--- config.mk ---
export PLATFORM = sky130hd
export DESIGN_NAME = h_dmux4_dispatcher
export DESIGN_NICKNAME = d
export VERILOG_FILES = /design/src/rtl/h_dmux4_dispatcher_pkg.sv /design/src/rtl/h_dmux4_dispatcher_rr_pick4.sv /design/src/rtl/h_dmux4_dispatcher.sv
export SDC_FILE = /design/constraint.sdc
export NUM_CORES = 1
export LEC_CHECK = 0
export ABC_AREA = 1
export BUFFER_PORTS_ARGS = -buffer_cell sky130_fd_sc_hd__buf_2
export CAP_MARGIN = 25
export CORE_ASPECT_RATIO = 1.25
export CORE_UTILIZATION = 45
export CTS_CLUSTER_DIAMETER = 50
export DETAILED_ROUTE_END_ITERATION = 10
export PLACE_DENSITY = 0.68
export SLEW_MARGIN = 10
export SYNTH_ARGS = -nofsm -noshare
export SYNTH_HDL_FRONTEND = slang
export SYNTH_SLANG_ARGS = --single-unit
--- constraint.sdc ---
create_clock -name clk -period 6.1 [get_ports clk]
set_input_delay 0.305 -clock clk [delete_from_list [all_inputs] [get_ports clk]]
set_output_delay 0.305 -clock clk [all_outputs]
set_load 0.01 [all_outputs]
--- src/rtl/h_dmux4_dispatcher_pkg.sv ---
// Shared definitions for the 4-way demux dispatcher.
//   state_e : dispatcher states (StIdle = empty, StHold = word held)
//   mode_e  : per-word routing mode (ModeRr = round-robin, ModeDir = directed)
package h_dmux4_dispatcher_pkg;

  localparam int unsigned NumChan = 4;
  localparam int unsigned SelW    = 2;

  typedef enum logic [0:0] {
    StIdle = 1'b0,
    StHold = 1'b1
  } state_e;

  typedef enum logic [0:0] {
    ModeRr  = 1'b0,
    ModeDir = 1'b1
  } mode_e;

endpackage

--- src/rtl/h_dmux4_dispatcher_rr_pick4.sv ---
// Combinational cyclic picker over four channels.
//   mask_i  : eligibility mask, bit i = channel i
//   start_i : first channel to consider; search wraps 3 -> 0
//   idx_o   : first eligible channel at/after start_i (start_i when none)
//   found_o : 1 when any channel is eligible
module h_dmux4_dispatcher_rr_pick4
  import h_dmux4_dispatcher_pkg::*;
(
  input  logic [NumChan-1:0] mask_i,
  input  logic [SelW-1:0]    start_i,
  output logic [SelW-1:0]    idx_o,
  output logic               found_o
);

  // Walk offsets from farthest to nearest so the nearest eligible channel wins.
  always_comb begin
    idx_o   = start_i;
    found_o = 1'b0;
    for (int k = NumChan - 1; k >= 0; k--) begin
      if (mask_i[start_i + SelW'(k)]) begin
        idx_o   = start_i + SelW'(k);
        found_o = 1'b1;
      end
    end
  end

endmodule

--- src/rtl/h_dmux4_dispatcher.sv ---
// Select sequencer for a 4-way demultiplexer with a one-word holding register.
//   clk, rst_n          : clock (rising edge), asynchronous active-low reset
//   in_data/in_dest     : input word and its target channel (directed mode only)
//   in_valid/in_ready   : input handshake; accept = in_valid & in_ready
//   mode                : 0 round-robin over chan_en, 1 directed by in_dest; sampled at accept
//   chan_en             : round-robin eligibility mask
//   sel                 : channel currently driven
//   out_data            : held word, shared by all channels
//   out_valid/out_ready : one-hot valid on sel, per-channel sink ready
//   busy                : a word is held
//   skip                : one-cycle pulse when a stalled round-robin word is re-targeted
module h_dmux4_dispatcher
  import h_dmux4_dispatcher_pkg::*;
#(
  parameter int unsigned WIDTH   = 16,
  parameter int unsigned TIMEOUT = 8
) (
  input  logic               clk,
  input  logic               rst_n,
  input  logic [WIDTH-1:0]   in_data,
  input  logic [SelW-1:0]    in_dest,
  input  logic               in_valid,
  output logic               in_ready,
  input  logic               mode,
  input  logic [NumChan-1:0] chan_en,
  output logic [SelW-1:0]    sel,
  output logic [WIDTH-1:0]   out_data,
  output logic [NumChan-1:0] out_valid,
  input  logic [NumChan-1:0] out_ready,
  output logic               busy,
  output logic               skip
);

  localparam int unsigned CntW = (TIMEOUT > 0) ? $clog2(TIMEOUT + 1) : 1;

  state_e            state_q, state_d;
  mode_e             mode_q, mode_d;
  logic [SelW-1:0]   sel_q, sel_d;
  logic [SelW-1:0]   rr_ptr_q, rr_ptr_d;
  logic [WIDTH-1:0]  data_q, data_d;
  logic [CntW-1:0]   cnt_q, cnt_d;
  logic              skip_q, skip_d;

  logic              hold;
  logic              xfer;
  logic              accept;
  logic [SelW-1:0]   pick_start;
  logic [SelW-1:0]   acc_idx;
  logic              acc_found;
  logic [SelW-1:0]   to_idx;
  logic              to_found;

  assign hold = (state_q == StHold);
  assign xfer = hold & out_ready[sel_q];

  // On a same-cycle transfer the pointer is about to become sel+1; pick from there.
  assign pick_start = xfer ? (sel_q + 2'd1) : rr_ptr_q;

  h_dmux4_dispatcher_rr_pick4 u_pick_accept (
    .mask_i  (chan_en),
    .start_i (pick_start),
    .idx_o   (acc_idx),
    .found_o (acc_found)
  );

  // Searching from sel+1 visits sel last, so sel is only kept when it is the sole choice.
  h_dmux4_dispatcher_rr_pick4 u_pick_timeout (
    .mask_i  (chan_en),
    .start_i (sel_q + 2'd1),
    .idx_o   (to_idx),
    .found_o (to_found)
  );

  // acc_found is simply |chan_en; round-robin needs at least one eligible channel.
  assign in_ready = hold ? (out_ready[sel_q] & (mode | acc_found)) : (mode | acc_found);
  assign accept   = in_valid & in_ready;

  always_comb begin
    state_d  = state_q;
    mode_d   = mode_q;
    sel_d    = sel_q;
    rr_ptr_d = rr_ptr_q;
    data_d   = data_q;
    cnt_d    = cnt_q;
    skip_d   = 1'b0;

    if (xfer) begin
      rr_ptr_d = sel_q + 2'd1;
      cnt_d    = '0;
      state_d  = StIdle;
    end

    if (accept) begin
      state_d = StHold;
      mode_d  = mode_e'(mode);
      data_d  = in_data;
      sel_d   = mode ? in_dest : acc_idx;
      cnt_d   = '0;
    end else if (hold && !xfer && (mode_q == ModeRr) && (TIMEOUT > 0)) begin
      // The TIMEOUT-th stalled cycle re-targets; the counter never rests at TIMEOUT.
      if (cnt_q == CntW'(TIMEOUT - 1)) begin
        cnt_d = '0;
        if (to_found) begin
          sel_d  = to_idx;
          skip_d = 1'b1;
        end
      end else begin
        cnt_d = cnt_q + 1'b1;
      end
    end
  end

  always_ff @(posedge clk or negedge rst_n) begin
    if (!rst_n) begin
      state_q  <= StIdle;
      mode_q   <= ModeRr;
      sel_q    <= '0;
      rr_ptr_q <= '0;
      data_q   <= '0;
      cnt_q    <= '0;
      skip_q   <= 1'b0;
    end else begin
      state_q  <= state_d;
      mode_q   <= mode_d;
      sel_q    <= sel_d;
      rr_ptr_q <= rr_ptr_d;
      data_q   <= data_d;
      cnt_q    <= cnt_d;
      skip_q   <= skip_d;
    end
  end

  assign sel       = sel_q;
  assign out_data  = data_q;
  assign busy      = hold;
  assign skip      = skip_q;
  assign out_valid = hold ? (4'b0001 << sel_q) : 4'b0000;

endmodule

# --- Word-level counts from Yosys, hierarchy flattened ---
# Cells that the tools add are included.
totals:
  reg_bits: 27
  in_bits: 30
  output_inout_bits: 25
classes:
  add_sub_neg: 8
  n_lt_le_gt_ge: 9
  eq_ne: 1
  shifts: 1
  mux: 52
  bitwise: 5
  n_reduce_logical: 9
ops:
  columns: ["op", "n"]
  rows:
  - ["$mux 2", 14]
  - ["$lt 2x3->1 const B", 9]
  - ["$mux 1", 24]
  - ["$mux 4", 5]
  - ["$bmux 1 s2", 9]
  - ["$add 2x2->2 const B", 4]
  - ["$reduce_bool 2->1", 4]
  - ["$add 2x1->2 const B", 3]
  - ["$add 4x1->4 const B", 1]
  - ["$eq 4x3->1 const B", 1]
  - ["$shl 1x2->4 const A", 1]
  - ["$and 1x1->1", 3]
  - ["$reduce_and 3->1", 1]
  - ["$reduce_bool 3->1", 1]
  - ["$logic_and 1x1->1", 2]
  - ["$logic_not 1->1", 1]
  - ["$not 1->1", 1]
  - ["$or 1x1->1", 1]

# --- Depth between registers and ports, before layout ---
depth:
  ltp_word: 17
  mapped_depth: 17

# --- Hierarchy ---
# From an unflattened synthesis, not the netlist that was laid out.
unflattened:
  cells_unflattened: 267
  area_unflattened_um2: 1859.3
by_module_without_submodules:
  columns: ["mod", "n_inst", "cells_each", "area_each_um2", "seq_area_each_um2"]
  rows:
  - ["h_dmux4_dispatcher", 1, 161, 1391.3, 675.6]
  - ["h_dmux4_dispatcher_rr_pick4", 2, 53, 234.0, 0.0]

# --- Worst setup path before layout ---
# OpenSTA, ideal clock, no wires.
synth_path:
  kind: "reg2reg"
  from: "register sel_q[0] (netlist: sel[0])"
  to: "register data_q[10] (netlist: out_data[10])"
  setup_time_ns: 0.125
  arrival_time_ns: 2.464
  required_ns: 5.975
  path_slack_ns: 3.511
  stages_incl_launch_ff: 15
  cell_sequence: "dfrtp_1 buf_6 inv_4 ha_1 inv_1 nand2_1 o21ai_1 or2_1 nor3_2 nand2_1 nand2_1 inv_2 nand2_4 buf_12 mux2_4"
synth_via:
  elab_chain_len: 15
synth_lines:
  columns: ["element", "line_no", "source"]
  rows:
  - ["start, declared", "h_dmux4_dispatcher.sv:38", "logic [SelW-1:0] sel_q, sel_d;"]
  - ["start signal, assigned", "h_dmux4_dispatcher.sv:125", "sel_q <= sel_d;"]
  - ["$bmux 1 s2", "h_dmux4_dispatcher.sv:54, h_dmux4_dispatcher.sv:75", null]
  - ["$mux 1 (implied by the code)", "h_dmux4_dispatcher.sv:54, h_dmux4_dispatcher.sv:75", null]
  - ["$and 1x1->1", "h_dmux4_dispatcher.sv:54", "assign xfer = hold & out_ready[sel_q];"]
  - ["$mux 2", null, null]
  - ["$add 2x2->2", "h_dmux4_dispatcher_rr_pick4.sv:20", "if (mask_i[start_i + SelW'(k)]) begin"]
  - ["$bmux 1 s2", "h_dmux4_dispatcher_rr_pick4.sv:20", null]
  - ["$mux 1 (implied by the code)", "h_dmux4_dispatcher_rr_pick4.sv:20", null]
  - ["$mux 1 (4 in a row)", "h_dmux4_dispatcher_rr_pick4.sv:20", null]
  - ["$or 1x1->1", "h_dmux4_dispatcher.sv:75", "assign in_ready = hold ? (out_ready[sel_q] & (mode | acc_found)) : (mode | acc_found);"]
  - ["$and 1x1->1", "h_dmux4_dispatcher.sv:75", null]
  - ["$mux 1 (*)", "h_dmux4_dispatcher.sv:75", null]
  - ["named net in_ready", "h_dmux4_dispatcher.sv:23", "output logic in_ready,"]
  - ["$and 1x1->1 (*)", "h_dmux4_dispatcher.sv:76", "assign accept = in_valid & in_ready;"]
  - ["end signal, assigned", "h_dmux4_dispatcher.sv:127", "data_q <= data_d;"]
  - ["end, declared", "h_dmux4_dispatcher.sv:40", "logic [WIDTH-1:0] data_q, data_d;"]
# Mark *: on every way through the listed nets, which the timed path passes. The rest lies on a longest branch. The select of a mux whose other input is x is not followed.
# A chain may end at the register's enable or synchronous reset.

# --- Final worst setup path ---
layout_path:
  from: "register sel_q[0] (netlist: sel[0])"
  to: "register data_q[1] (netlist: out_data[1])"
layout_via:
  elab_chain_len: 15
layout_lines:
  columns: ["element", "line_no"]
  rows:
  - ["$bmux 1 s2", "h_dmux4_dispatcher.sv:54, h_dmux4_dispatcher.sv:75"]
  - ["$mux 1 (implied by the code)", "h_dmux4_dispatcher.sv:54, h_dmux4_dispatcher.sv:75"]
  - ["$and 1x1->1", "h_dmux4_dispatcher.sv:54"]
  - ["$mux 2", null]
  - ["$add 2x2->2", "h_dmux4_dispatcher_rr_pick4.sv:20"]
  - ["$bmux 1 s2", "h_dmux4_dispatcher_rr_pick4.sv:20"]
  - ["$mux 1 (implied by the code)", "h_dmux4_dispatcher_rr_pick4.sv:20"]
  - ["$mux 1 (4 in a row)", "h_dmux4_dispatcher_rr_pick4.sv:20"]
  - ["$or 1x1->1", "h_dmux4_dispatcher.sv:75"]
  - ["$and 1x1->1", "h_dmux4_dispatcher.sv:75"]
  - ["$mux 1 (*)", "h_dmux4_dispatcher.sv:75"]
  - ["$and 1x1->1 (*)", "h_dmux4_dispatcher.sv:76"]
# Every way passes the cells marked *; elsewhere a longest branch is shown, timed or not. The select of a mux whose other input is x is not followed.

==> implementation parameters <==
Parameter                              Value

Run status
  Result of the run ... completed

CTS
  CTS root buffer ... sky130_fd_sc_hd__clkbuf_8
  Maximum clock insertion buffer count ... 2
  CTS clock-pin slew for the worst setup and hold paths ... approximately 80 ps
  CTS tree ... built
  CTS hold repair buffers ... 0
  Number of clock sinks ... 27
  Total of cells resized after clock tree synthesis ... 0
  Worst-skew pair later-pin latency ... approximately 260 ps
  CTS Buf Count ... 3
  Number of H-tree branching levels ... 1
  Post-CTS Setup Inserts ... 0

Timing
  Worst-margin pin slew ... 561 ps
  Setup Skew ... about 4 ps
  Part of the cycle the worst path needs ... 47.7%
  Setup tns final ... 0 ps
  Highest achievable clock rate ... 344 MHz
  Count of final max-slew check failures ... 0
  Unrepaired setup endpoints after global routing ... no
  Least setup slack across all paths after layout ... around 3200 ps
  Final count of negative-setup-slack endpoints ... 0
  Hold Worst Slack ... 25.4 ps
  Final hold vios ... 0
  Minimum period implied by the final worst setup slack ... 2910 ps
  Max transition margin ... 62.6%

Synth
  Post-Syn Area per Cell ... 8.68 um2
  Cell types with the highest counts after synthesis ... sky130_fd_sc_hd__nand2_1 (65), sky130_fd_sc_hd__dfrtp_1 (27), sky130_fd_sc_hd__inv_1 (17), sky130_fd_sc_hd__mux2_4 (10), sky130_fd_sc_hd__nand3_1 (10)
  Yosys warning total ... 0
  Count of flip-flops with a built-in enable after synthesis ... 0
  Post-Syn Instances ... 204
  Number of distinct library cell variants in the gate-level netlist after synthesis ... 37
  Number of synthesized register bits ... 27
  Synth area leader ... sky130_fd_sc_hd__dfrtp_1
  Share of the synthesized area in the top cell type ... a little under two fifths
  Synth async-reset ratio ... 100%
  Top cells by area, synth ... sky130_fd_sc_hd__dfrtp_1 (38%), sky130_fd_sc_hd__nand2_1 (14%), sky130_fd_sc_hd__mux2_4 (8.5%), sky130_fd_sc_hd__inv_1 (3.6%), sky130_fd_sc_hd__ha_1 (3.5%)
  Net count after synthesis ... 239
  Flip-flop cell with the highest count after synthesis ... sky130_fd_sc_hd__dfrtp_1
  Cell area after technology mapping ... between 1500 and 2000 um2
  Most common cell in the netlist ... sky130_fd_sc_hd__nand2_1
  Portion of the post-synthesis area used by sequential elements ... 38.2%

Drt
  Via-to-Cell Ratio ... between 4 and 5
  Average wire length per cell after detail routing ... between 10 and 15 um
  Violation count after the first detailed-route iteration ... 73
  Post-route DRC violation count ... 0
  Wirelength, routed ... 3450 um
  Post-route antenna net violation count ... 0
  Number of vias in the routed layout ... 1,496
  First drt pass iteration count ... 4

Power and ir drop
  Flop pwr share ... 27.6%
  Leakage dissipation ... 1.15 nW
  Combinational share of power ... between 60% and 70%
  Internal power ... 0.000634 W
  Worst vdd ir ... 0.266 mV
  Power density relative to cell area ... ~580 nW/um2
  Fraction of power spent switching nets ... between 40% and 50%
  Clock share of power ... between 7 and 8%
  Switching Power ... between 0.0005 and 0.0006 W

Global route
  GR Util All Layers ... 18.6%
  Overflow after GRT ... 0
  Wire length of the first global-routing pass ... between 6000 and 7000 um
  Initial antenna violation count ... 0
  Maximum number of pins on one net before global-route repair ... 28
  Via count of the first global-routing pass ... 1,410

Floorplan
  Floorplan die width ... around 58 um
  Effective utilization at floorplan ... a little under half
  Total Die Area ... 4190 um2
  Die height ... about 72 um
  Number of primary I/O pins ... 55
  Area of the placeable core ... about 3800 um2
  Count of standard-cell rows ... 25

Place
  Number of buffers added on ports ... 54
  Final Wtd Congestion ... just under 0.9
  Placed Cells ... just over 300
  DP HPWL ... about 2700 um
  Setup slack after placement ... 3200 ps

Worst setup path
  Top cell by count, worst path ... sky130_fd_sc_hd__nand2_1
  Required time at the endpoint of the critical path ... between 6000 and 7000 ps
  Crit path DAT ... 3060 ps
  Critical path's slowest cell ... sky130_fd_sc_hd__dfrtp_1
  Max stage delay on crit path ... roughly 700 ps
  CP Capture Type ... register
  Buffer and inverter count on the worst path ... 3
  Worst setup path category ... reg -> reg
  Type of element launching the critical path ... register
  Maximum fanout count along the critical path ... 25
  Cell-by-cell trace of the critical path ... inv_4 > ha_1 > inv_1 > nand2_1 > o21ai_1 > or2_1 > nor3_2 > nand2_1 > nand2_1 > inv_2 > nand2_4 > mux2_2
  Largest delay contributor family on the critical path ... simple AND/OR/NAND/NOR gates

Job
  Max-cap violation count ... 0

Finish
  Number of antenna cells inserted ... 0
  Synth-to-layout area growth ... 18.6%
  Share of final-layout standard cells stronger than drive strength 1 ... between 30% and 40%
  Filler-free cell count of the finished design ... between 300 and 400
  Count of nets after finishing ... around 290

Worst hold path
  Path class of the lowest-slack min-delay path ... in -> async
[power by group through the flow]
stage	registers, W	clock network, W	logic, W
2_1_floorplan	0.000346	0	0.000611
3_3_place_gp	0.000336	0	0.000781
3_5_place_dp	0.000337	0	0.000788
4_1_cts	0.000337	0.000101	0.000789
5_1_grt	0.000351	0.000110	0.000896
6_report	0.000336	0.0000954	0.000784
[cell type report]
cell class,instances,area (um2)
Tap cell,54,67.6
Fill cell,369,1690
Inverter,21,81.3
Sequential cell,27,676
Multi-Input combinational cell,152,960
Timing Repair Buffer,54,270
Clock buffer,4,45.0
[sequential cells by signal, summed over array words and instances, names as in the netlist]
register and count:
skip 1, busy 1, out_data 16, mode_q 1
rr_ptr_q 2, sel 2, cnt_q 4
[worst register-to-register path, stage by stage, from the launching register on]
cell                      delay [ps]
sky130_fd_sc_hd__dfrtp_1         680
sky130_fd_sc_hd__inv_4           110
sky130_fd_sc_hd__ha_1            420
sky130_fd_sc_hd__inv_1           100
sky130_fd_sc_hd__nand2_1          90
sky130_fd_sc_hd__o21ai_1          70
sky130_fd_sc_hd__or2_1           250
sky130_fd_sc_hd__nor3_2          220
sky130_fd_sc_hd__nand2_1          80
sky130_fd_sc_hd__nand2_1          80
sky130_fd_sc_hd__inv_2            50
sky130_fd_sc_hd__nand2_4         280
sky130_fd_sc_hd__mux2_2          380
[final timing paths]
check	slack, ps	cells after the start	startpoint	endpoint
worst min register to register	500	1	out_data[13]	out_data[13]
max in group asynchronous	5710	1	rst_n	out_data[3]
worst max register to register	3190	12	sel[0]	out_data[1]
worst min-delay path	30	1	rst_n	out_data[15]
min in group clk	250	2	in_data[13]	out_data[13]
worst max-delay path	3190	12	sel[0]	out_data[1]
[cells by family (layout without fill, tap and decap cells)]
logic type,after synthesis,in the layout,share of synthesized area [%]
AND/OR/NAND/NOR,103,103,28.8
flip-flops,27,27,38.2
AO/OA/AOI/OAI,25,25,8.06
buffers and inverters,25,79,7.63
multiplexers,16,16,12.3
adder cells (fa/ha/maj),5,5,3.53
XOR/XNOR,3,3,1.48
[layout by cell type, fill, tap and decap left out, types with 3 or more instances in the layout]
master                     count
sky130_fd_sc_hd__nand2_2       6
sky130_fd_sc_hd__o21ai_1       5
sky130_fd_sc_hd__o21ai_0       8
sky130_fd_sc_hd__nand4_1       3
sky130_fd_sc_hd__mux2_4       10
sky130_fd_sc_hd__clkbuf_8      3
sky130_fd_sc_hd__inv_2         3
sky130_fd_sc_hd__nand3_1      10
sky130_fd_sc_hd__inv_1        17
sky130_fd_sc_hd__mux2_2        4
sky130_fd_sc_hd__nor2_1        8
sky130_fd_sc_hd__a21oi_1       6
sky130_fd_sc_hd__buf_2        54
sky130_fd_sc_hd__ha_1          5
sky130_fd_sc_hd__dfrtp_1      27
sky130_fd_sc_hd__nand2_1      65
[per-layer routing]
| layer | part of all wire [%] | vias to the layer above | global-route usage [%] |
|---|---|---|---|
| li1 | - | 768 | - |
| met1 | 42 | 669 | 23.4 |
| met2 | 50 | 49 | 31.3 |
| met3 | 4.2 | 10 | 1.60 |
| met4 | 3.4 | 0 | 10.1 |
| met5 | 0 | - | 0 |
[through the flow]
step,power (W),utilization (%),cell area [um2]
CTS,0.00123,55.5,2100
global placement,0.00112,54.3,2050
global route,0.00136,55.5,2100
detailed placement,0.00112,54.3,2050
floorplan,0.000957,-,1770
finish,0.00122,55.5,2100
Power figures use the tool's default switching activity.
